==> src/rtl/hmlf18_min_seq.sv <==
// hmlf18_min_seq: finds the minimum of a WIN-sample signed window and the index
// of its first occurrence, time-sharing one 2-input signed MIN comparator.
// Samples arrive over valid/ready and at most one sample is compared per cycle.
// The result leaves over a valid/ready handshake.
module hmlf18_min_seq #(
    parameter int WIN = 18,
    parameter int W   = 7,
    parameter int IW  = 5
) (
    input  logic          clk,
    input  logic          rst_n,
    input  logic          start,
    input  logic          abort,
    input  logic          in_valid,
    input  logic [W-1:0]  in_data,
    output logic          in_ready,
    output logic          out_valid,
    input  logic          out_ready,
    output logic [W-1:0]  out_min,
    output logic [IW-1:0] out_idx,
    output logic          busy
);

    // Reject illegal parameter sets at elaboration time.
    if ((WIN < 2) || (WIN > 32)) begin : g_bad_win
        $error("hmlf18_min_seq: WIN must be in 2..32");
    end
    if ((2 ** IW) < WIN) begin : g_bad_iw
        $error("hmlf18_min_seq: IW too narrow for WIN");
    end

    typedef enum logic [1:0] {
        ST_IDLE  = 2'd0,
        ST_FIRST = 2'd1,
        ST_ACC   = 2'd2,
        ST_DONE  = 2'd3
    } state_t;

    // Shared comparator. A tie returns in0, so the earlier sample is kept.
    function automatic logic [W-1:0] comp2_min(input logic [W-1:0] in0,
                                               input logic [W-1:0] in1);
        logic [W-1:0] res;
        if ($signed(in1) < $signed(in0)) begin
            res = in1;
        end else begin
            res = in0;
        end
        return res;
    endfunction

    state_t        state_q, state_d;
    logic [W-1:0]  acc_q, acc_d;
    logic [IW-1:0] idx_q, idx_d;
    logic [IW-1:0] cnt_q, cnt_d;
    logic [W-1:0]  out_min_q, out_min_d;
    logic [IW-1:0] out_idx_q, out_idx_d;

    logic [W-1:0]  cmp_min_s;
    logic          cmp_lt_s;
    logic [IW-1:0] idx_upd_s;

    // Comparator datapath: In0 is the accumulator, In1 the incoming sample.
    always_comb begin
        cmp_min_s = comp2_min(acc_q, in_data);
        cmp_lt_s  = ($signed(in_data) < $signed(acc_q));
        if (cmp_lt_s) begin
            idx_upd_s = cnt_q;
        end else begin
            idx_upd_s = idx_q;
        end
    end

    // Next-state and datapath update; abort outranks start, accept and handshake.
    always_comb begin
        state_d   = state_q;
        acc_d     = acc_q;
        idx_d     = idx_q;
        cnt_d     = cnt_q;
        out_min_d = out_min_q;
        out_idx_d = out_idx_q;
        case (state_q)
            ST_IDLE: begin
                if (start) begin
                    state_d = ST_FIRST;
                    cnt_d   = {IW{1'b0}};
                end else begin
                    state_d = ST_IDLE;
                end
            end
            ST_FIRST: begin
                if (abort) begin
                    state_d = ST_IDLE;
                    acc_d   = {W{1'b0}};
                    idx_d   = {IW{1'b0}};
                    cnt_d   = {IW{1'b0}};
                end else if (in_valid) begin
                    state_d = ST_ACC;
                    acc_d   = in_data;
                    idx_d   = {IW{1'b0}};
                    cnt_d   = IW'(1);
                end else begin
                    state_d = ST_FIRST;
                end
            end
            ST_ACC: begin
                if (abort) begin
                    state_d = ST_IDLE;
                    acc_d   = {W{1'b0}};
                    idx_d   = {IW{1'b0}};
                    cnt_d   = {IW{1'b0}};
                end else if (in_valid) begin
                    acc_d = cmp_min_s;
                    idx_d = idx_upd_s;
                    if (cnt_q == IW'(WIN - 1)) begin
                        // Last sample of the window: publish the result.
                        state_d   = ST_DONE;
                        out_min_d = cmp_min_s;
                        out_idx_d = idx_upd_s;
                    end else begin
                        cnt_d = cnt_q + IW'(1);
                    end
                end else begin
                    state_d = ST_ACC;
                end
            end
            ST_DONE: begin
                if (abort) begin
                    state_d = ST_IDLE;
                    acc_d   = {W{1'b0}};
                    idx_d   = {IW{1'b0}};
                    cnt_d   = {IW{1'b0}};
                end else if (out_ready) begin
                    if (start) begin
                        state_d = ST_FIRST;
                        cnt_d   = {IW{1'b0}};
                    end else begin
                        state_d = ST_IDLE;
                    end
                end else begin
                    state_d = ST_DONE;
                end
            end
            default: begin
                state_d = ST_IDLE;
            end
        endcase
    end

    // State and datapath registers, cleared asynchronously.
    always_ff @(posedge clk or negedge rst_n) begin
        if (!rst_n) begin
            state_q   <= ST_IDLE;
            acc_q     <= {W{1'b0}};
            idx_q     <= {IW{1'b0}};
            cnt_q     <= {IW{1'b0}};
            out_min_q <= {W{1'b0}};
            out_idx_q <= {IW{1'b0}};
        end else begin
            state_q   <= state_d;
            acc_q     <= acc_d;
            idx_q     <= idx_d;
            cnt_q     <= cnt_d;
            out_min_q <= out_min_d;
            out_idx_q <= out_idx_d;
        end
    end

    // Handshake and status outputs are pure decodes of the registered state.
    always_comb begin
        in_ready  = 1'b0;
        out_valid = 1'b0;
        busy      = 1'b0;
        case (state_q)
            ST_IDLE: begin
                in_ready  = 1'b0;
                out_valid = 1'b0;
                busy      = 1'b0;
            end
            ST_FIRST, ST_ACC: begin
                in_ready = 1'b1;
                busy     = 1'b1;
            end
            ST_DONE: begin
                out_valid = 1'b1;
                busy      = 1'b1;
            end
            default: begin
                in_ready  = 1'b0;
                out_valid = 1'b0;
                busy      = 1'b0;
            end
        endcase
    end

    assign out_min = out_min_q;
    assign out_idx = out_idx_q;

endmodule

==> config.mk <==
export PLATFORM = sky130hd
export DESIGN_NAME = hmlf18_min_seq
export DESIGN_NICKNAME = d
export VERILOG_FILES = /design/src/rtl/hmlf18_min_seq.sv
export SDC_FILE = /design/constraint.sdc
export NUM_CORES = 1
export LEC_CHECK = 0
export ABC_CLOCK_PERIOD_IN_PS = 2360
export BUFFER_PORTS_ARGS = -buffer_cell sky130_fd_sc_hd__buf_2
export CAP_MARGIN = 20
export CORE_MARGIN = 2
export CORE_UTILIZATION = 56
export CTS_CLUSTER_DIAMETER = 40
export DETAILED_ROUTE_END_ITERATION = 12
export PLACE_DENSITY = 0.88
export SETUP_SLACK_MARGIN = 0.05
export SYNTH_ARGS = -nofsm -noshare
export SYNTH_HDL_FRONTEND = slang
export SYNTH_SLANG_ARGS = --single-unit
==> constraint.sdc <==
create_clock -name clk -period 2.36 [get_ports clk]
set_clock_uncertainty 0.15 [all_clocks]
set_input_delay 0.118 -clock clk [delete_from_list [all_inputs] [get_ports clk]]
set_output_delay 0.118 -clock clk [all_outputs]
set_load 0.03 [all_outputs]
==> results.cfg, run 1 <==
[run_status]
outcome = finished, final reports clean

[floorplan]
dieHeight_microns = 60.0
die-area_sq_um = 3600
coreArea_sq_um = 3030
ios = 28
die_w_microns = 60.0
initial_utilization = 0.581
num_rows = 20

[setup_path]
criticalPathCategory = primary input to flip-flop
crit_path_max_fanout = 9
cpMostUsedCell = o21ai_1
cpPeakStageDelay_ns = 0.53
endpoint_kind = flip-flop
crit_chain = dlygate4sd3_1, buf_2, ha_1, a21oi_1, o21ai_1, a21oi_4, buf_4, mux2i_1, o21ai_1
crit_arrival_ns = 2.22
critPathRequiredTime_ns = 2.44
worst_setup_path_start_kind = primary input
slowest_stage = dlygate4sd3_1

[global_route]
grt_pass1_wl_microns = 6000
grtUsageMet3 = 0.0736
grt_pass1_vias = 1354
grt_usage = 0.233
antenna_found_initial = 0
grt.busiest_layer = met2
met2_usage = 0.368
overflow = 0
grt_max_degree = 32
grt_util_met1 = 0.289

[power_and_ir_drop]
peakVddDrop_mv = 0.470
p_leak_nw = 1.02
totalPowerFinal_w = 0.00176
powerDensity_nw_per_um2 = 833

[sta]
finalCritPeriodShare = 0.906
tightest_slew_ns = 0.670
grt_setup_unrepaired = no
whs_ns = 0.0888
fmax_mhz = 468
setup_viol = 0
fin_ws_ns = 0.221
hold_violations = 0
slew_viol_final = 0
slew_headroom = 0.554
post-route-min-period_ns = 2.14
tns_ns = 0

[clock_network]
clock_latency_ns = 0.34
clock-sinks = 31
ctsRootBufferMaster = clkbuf_4
cts_buffer_depth = 2
clkTransAtPathRegs_ns = 0.10
cts_setup_buffers = 0
cts_buffers = 5
cts_max_level = 2
cts_tree = done

[place]
pre_cts_slack_ns = 0.284
dpl-instance-area_sq_um = 1930
dp_hpwl_microns = 2640
gp_congestion = 0.868
portBuffers = 27

[synth]
seq_area_frac_synth = 0.441
syn-instance-count = 178
synth-simple-area-share = 0.169
synth_ff_type = dfrtp_1
synth_top_area_frac = 0.441
synth.area.mux_share = 0.0512
syn_nets = 203
yosysWarningCount = 0
synth_cell_types = 39
synth-edff-count = 0
yosys-top-cells-area = dfrtp_1 44%, ha_1 8.5%, a22o_1 6.0%
synth_seq_cells = 31
synth_compound_area_frac = 0.195
synth_top_family_by_area = compound AO/OA/AOI/OAI gates
synth_xor_xnor_area_share = 0
yosysTopAreaCell = dfrtp_1
synthTopCellsByCount = 31 x dfrtp_1, 26 x nand2_1, 14 x inv_1
yosysMostFrequentCell = dfrtp_1
synth-async-reset-ratio = 1.00
synthAdderAreaFrac = 0.0854
avgSynthCellArea_sq_um = 9.88
synth.cell_area_sq_um = 1760

[cells_and_area]
fin_nets = 243
antenna_cells = 0
drive_gt1_frac = 0.233
multi_input_area_sq_um = 880
register_area_sq_um = 776
syn_to_final_growth_pct = 20.0
fillers = 245
design_area_sq_um = 2110

[hold_path]
min_path_type = primary input to flip-flop

[detailed_routing]
finalWirelength_microns = 3750
dr.pass1.iters = 4
drt_iter0_markers = 71
via_count = 1441
routedWlPerCell_microns = 14.3
antenna_left = 0
vias_per_cell = 5.48
drcViolationCount = 0

[job]
cap_violations = 0
-- path summary, 6_finish.rpt --
| kind | start | slack [ns] | to | depth (start not counted) |
|---|---|---|---|---|
| worst max-delay path | in_data[2] | 0.22 | out_idx[0] | 9 |
| worst min register to register | out_idx[4] | 0.32 | out_idx[4] | 2 |
| min in group asynchronous | rst_n | 0.19 | idx_q[2] | 2 |
| max in group asynchronous | rst_n | 1.44 | out_min[6] | 2 |
| worst min-delay path | abort | 0.09 | out_idx[4] | 4 |
| worst max register to register | acc_q[2] | 0.25 | out_idx[0] | 8 |
-- through the flow --
| step | utilization | instances |
|---|---|---|
| after floorplan | - | 178 |
| after global placement | 0.638 | 246 |
| after detailed placement | 0.638 | 246 |
| after CTS | 0.697 | 263 |
| after global routing | 0.697 | 263 |
| final | 0.697 | 263 |
-- critical path: cells and delay by family --
| kind | cells | cell delay (ns) |
|---|---|---|
| buffers and inverters | 3 | 0.91 |
| AOI/OAI and AO/OA | 4 | 0.65 |
| adders and majority gates | 1 | 0.32 |
| muxes | 1 | 0.21 |
-- kinds of logic (layout without fill, tap and decap cells) --
| family | after synthesis | in the layout |
|---|---|---|
| flip-flops | 31 | 31 |
| adder cells (fa/ha/maj) | 12 | 12 |
| multiplexers | 9 | 9 |
| AO/OA/AOI/OAI | 49 | 49 |
| AND/OR/NAND/NOR | 57 | 57 |
| buffers and inverters | 20 | 61 |
-- cells in the final DEF (no fill, tap or decap), drive strengths merged, types with 2 or more instances in the layout --
cell type,netlist,layout
mux2i,9,9
ha,12,12
nor3,3,3
nor2b,2,2
a22o,12,12
a21oi,9,9
inv,14,14
nand2,26,26
o21ai,18,18
dfrtp,31,31
and2,2,2
o22ai,4,4
buf,4,30
nand3,4,4
nor2,8,8
a31oi,2,2
a21o,2,2
dlygate4sd3,0,9
clkbuf,2,6
nand4,2,2
nand2b,3,3
-- area by class of cell --
class / count / area share
Sequential cell: 31 / 0.368
Clock buffer: 6 / 0.0243
Multi-Input combinational cell: 127 / 0.417
Inverter: 14 / 0.0249
Timing Repair Buffer: 39 / 0.123
Tap cell: 44 / 0.0261
Clock inverter: 2 / 0.0166
-- report_power, final --
group	switching, W	total, W	leakage [nW]	internal, W
clock	0.000194	0.000444	0.0482	0.000250
sequential	0.0000562	0.000644	0.425	0.000587
combinational	0.000398	0.000669	0.544	0.000271
-- per-layer routing --
metal / up-vias / wire length, microns
met5: - / 0
met4: 0 / 48
met3: 6 / 164
met2: 47 / 1890
met1: 679 / 1640
li1: 709 / -
-- sequential cells by signal (all words and copies together) (netlist names) --
register  count
cnt_q         5
out_idx       5
state_q       2
out_min       7
idx_q         5
acc_q         7
-- timing repair --
action / 4_1_cts / 5_1_grt
setup endpoints to repair: 0 / 0
hold buffers: 9 / 0
gates resized for setup: 0 / 0
hold endpoints to repair: 45 / 0
Note: power is estimated with default switching activity, not from simulation.
==> run 2, diff against run 1 <==
--- a/config.mk
+++ b/config.mk
@@ -13,6 +13,7 @@
 export CTS_CLUSTER_DIAMETER = 40
 export DETAILED_ROUTE_END_ITERATION = 12
 export PLACE_DENSITY = 0.88
+export RECOVER_POWER = 100
 export SETUP_SLACK_MARGIN = 0.05
 export SYNTH_ARGS = -nofsm -noshare
 export SYNTH_HDL_FRONTEND = slang
==> run 2 against run 1 <==
The run now ends with capacitance limit, slew limit left. Final cell count unchanged. Fmax down 0.92%. Register-to-register slack worse by 0.05 ns. Sequential cell count unchanged. Critical endpoint is now out_min[4]. Highest routed layer unchanged.
==> results.cfg, run 2 (synthesized netlist as in run 1, its figures left out) <==
[sta]
hold_violations = 0
post-route-min-period_ns = 2.16
slew_headroom = -0.0775
whs_ns = 0.0927
finalCritPeriodShare = 0.915
tightest_slew_ns = 1.62
setup_viol = 0
fin_ws_ns = 0.201
slew_viol_final = 32
grt_setup_unrepaired = no
fmax_mhz = 463
tns_ns = 0

[detailed_routing]
vias_per_cell = 5.46
drt_iter0_markers = 78
drcViolationCount = 0
routedWlPerCell_microns = 14.3
dr.pass1.iters = 4
antenna_left = 0
finalWirelength_microns = 3770
via_count = 1436

[cells_and_area]
drive_gt1_frac = 0.146
finish.utilization = 0.687
final_common_cell = dfrtp_1
design_area_sq_um = 2080
antenna_cells = 0
syn_to_final_growth_pct = 18.3
layout_common_cells = 31 x dfrtp_1, 26 x nand2_1, 16 x clkbuf_1
fin_nets = 243
fillers = 260

[setup_path]
endpoint_kind = flip-flop
criticalPathCategory = primary input to flip-flop
slowest_stage = dlygate4sd3_1
crit_chain = dlygate4sd3_1, buf_2, ha_1, a21oi_1, o21ai_1, a21oi_4, buf_4, mux2i_1, o21ai_0
crit_arrival_ns = 2.23
cpPeakStageDelay_ns = 0.53
crit_start = in_data[2]
critPathRequiredTime_ns = 2.43
crit_path_max_fanout = 9
worst_setup_path_start_kind = primary input
r2r-start = state_q[0]

[clock_network]
clock_latency_ns = 0.34
cts_max_level = 2
cts_resized = 0
cts_tree = done
cts_buffer_depth = 2
clock-sinks = 31
cts_buffers = 5
clkTransAtPathRegs_ns = 0.10
ctsRootBufferMaster = clkbuf_4

[run_status]
violations = capacitance limit, slew limit
outcome = finished with violations

[global_route]
grt_util_met1 = 0.289
grt_pass1_vias = 1354
grt.busiest_layer = met2
grt_max_degree = 32
antenna_found_initial = 0
overflow = 0
grt_usage = 0.233
grt_pass1_wl_microns = 6000
grtUsageMet3 = 0.0736
met2_usage = 0.368

[hold_path]
min-delay-start = abort
min_path_type = primary input to flip-flop

[power_and_ir_drop]
peakVddDrop_mv = 0.473
powerDensity_nw_per_um2 = 838
p_leak_nw = 0.946

[floorplan]
die_w_microns = 60.0
coreArea_sq_um = 3030
dieHeight_microns = 60.0
initial_utilization = 0.581
ios = 28
num_rows = 20
die-area_sq_um = 3600

[place]
dpl-instance-area_sq_um = 1930
portBuffers = 27
dp_hpwl_microns = 2640
gp_congestion = 0.868
pre_cts_slack_ns = 0.284

[job]
cap_violations = 1
## run 2: changes by cell type in the layout (fill, tap and decap cells not counted), moves of 5 or more
cell,previous run,this run
buf_2,27,11
clkbuf_1,0,16
o21ai_0,9,14
o21ai_1,8,3
## run 2: final timing paths
check | end | slack (ns) | cells past startpoint
max | out_min[4] | 0.20 | 9
min | out_idx[4] | 0.09 | 4
max reg2reg | cnt_q[2] | 0.20 | 7
min reg2reg | out_idx[4] | 0.32 | 2
max in group asynchronous | idx_q[1] | 0.56 | 2
min in group asynchronous | idx_q[2] | 0.57 | 2
## run 2: where the power goes
| part | internal, W | leakage, nW | switching (W) |
|---|---|---|---|
| Sequential | 0.000587 | 0.425 | 0.0000558 |
| Clock | 0.000250 | 0.0482 | 0.000191 |
| Combinational | 0.000262 | 0.473 | 0.000396 |
| Total | 0.00110 | 0.946 | 0.000643 |
## run 2: worst max-delay path, delay by kind of cell
kind | cells | cell delay, ns
muxes | 1 | 0.19
buffers and inverters | 3 | 0.91
adders and majority gates | 1 | 0.32
AOI/OAI and AO/OA | 4 | 0.68
## run 2: repair_timing
item	CTS	global route
setup buffers	0	0
hold buffers	9	0
endpoints found under the hold margin	45	0
## run 2: metrics by stage
stage               power [W]  instances
global route          0.00186        263
global placement      0.00127        246
floorplan             0.00118        178
CTS                   0.00175        263
detailed placement    0.00129        246
finish                0.00174        263
## run 2: metal layers
| metal | vias up | wire length, microns |
|---|---|---|
| li1 | 708 | - |
| met1 | 678 | 1670 |
| met2 | 42 | 1880 |
| met3 | 8 | 158 |
| met4 | 0 | 61 |
| met5 | - | 0 |
## run 2: cell type report
cell class                 count  area [sq um]  area share
timing repair buffer          39           240       0.116
sequential                    31           776       0.373
clock buffer                   6          51.3      0.0247
tap                           44          55.1      0.0265
clock inverter                 2          35.0      0.0168
multi-input combinational    127           870       0.418
inverter                      14          52.6      0.0253
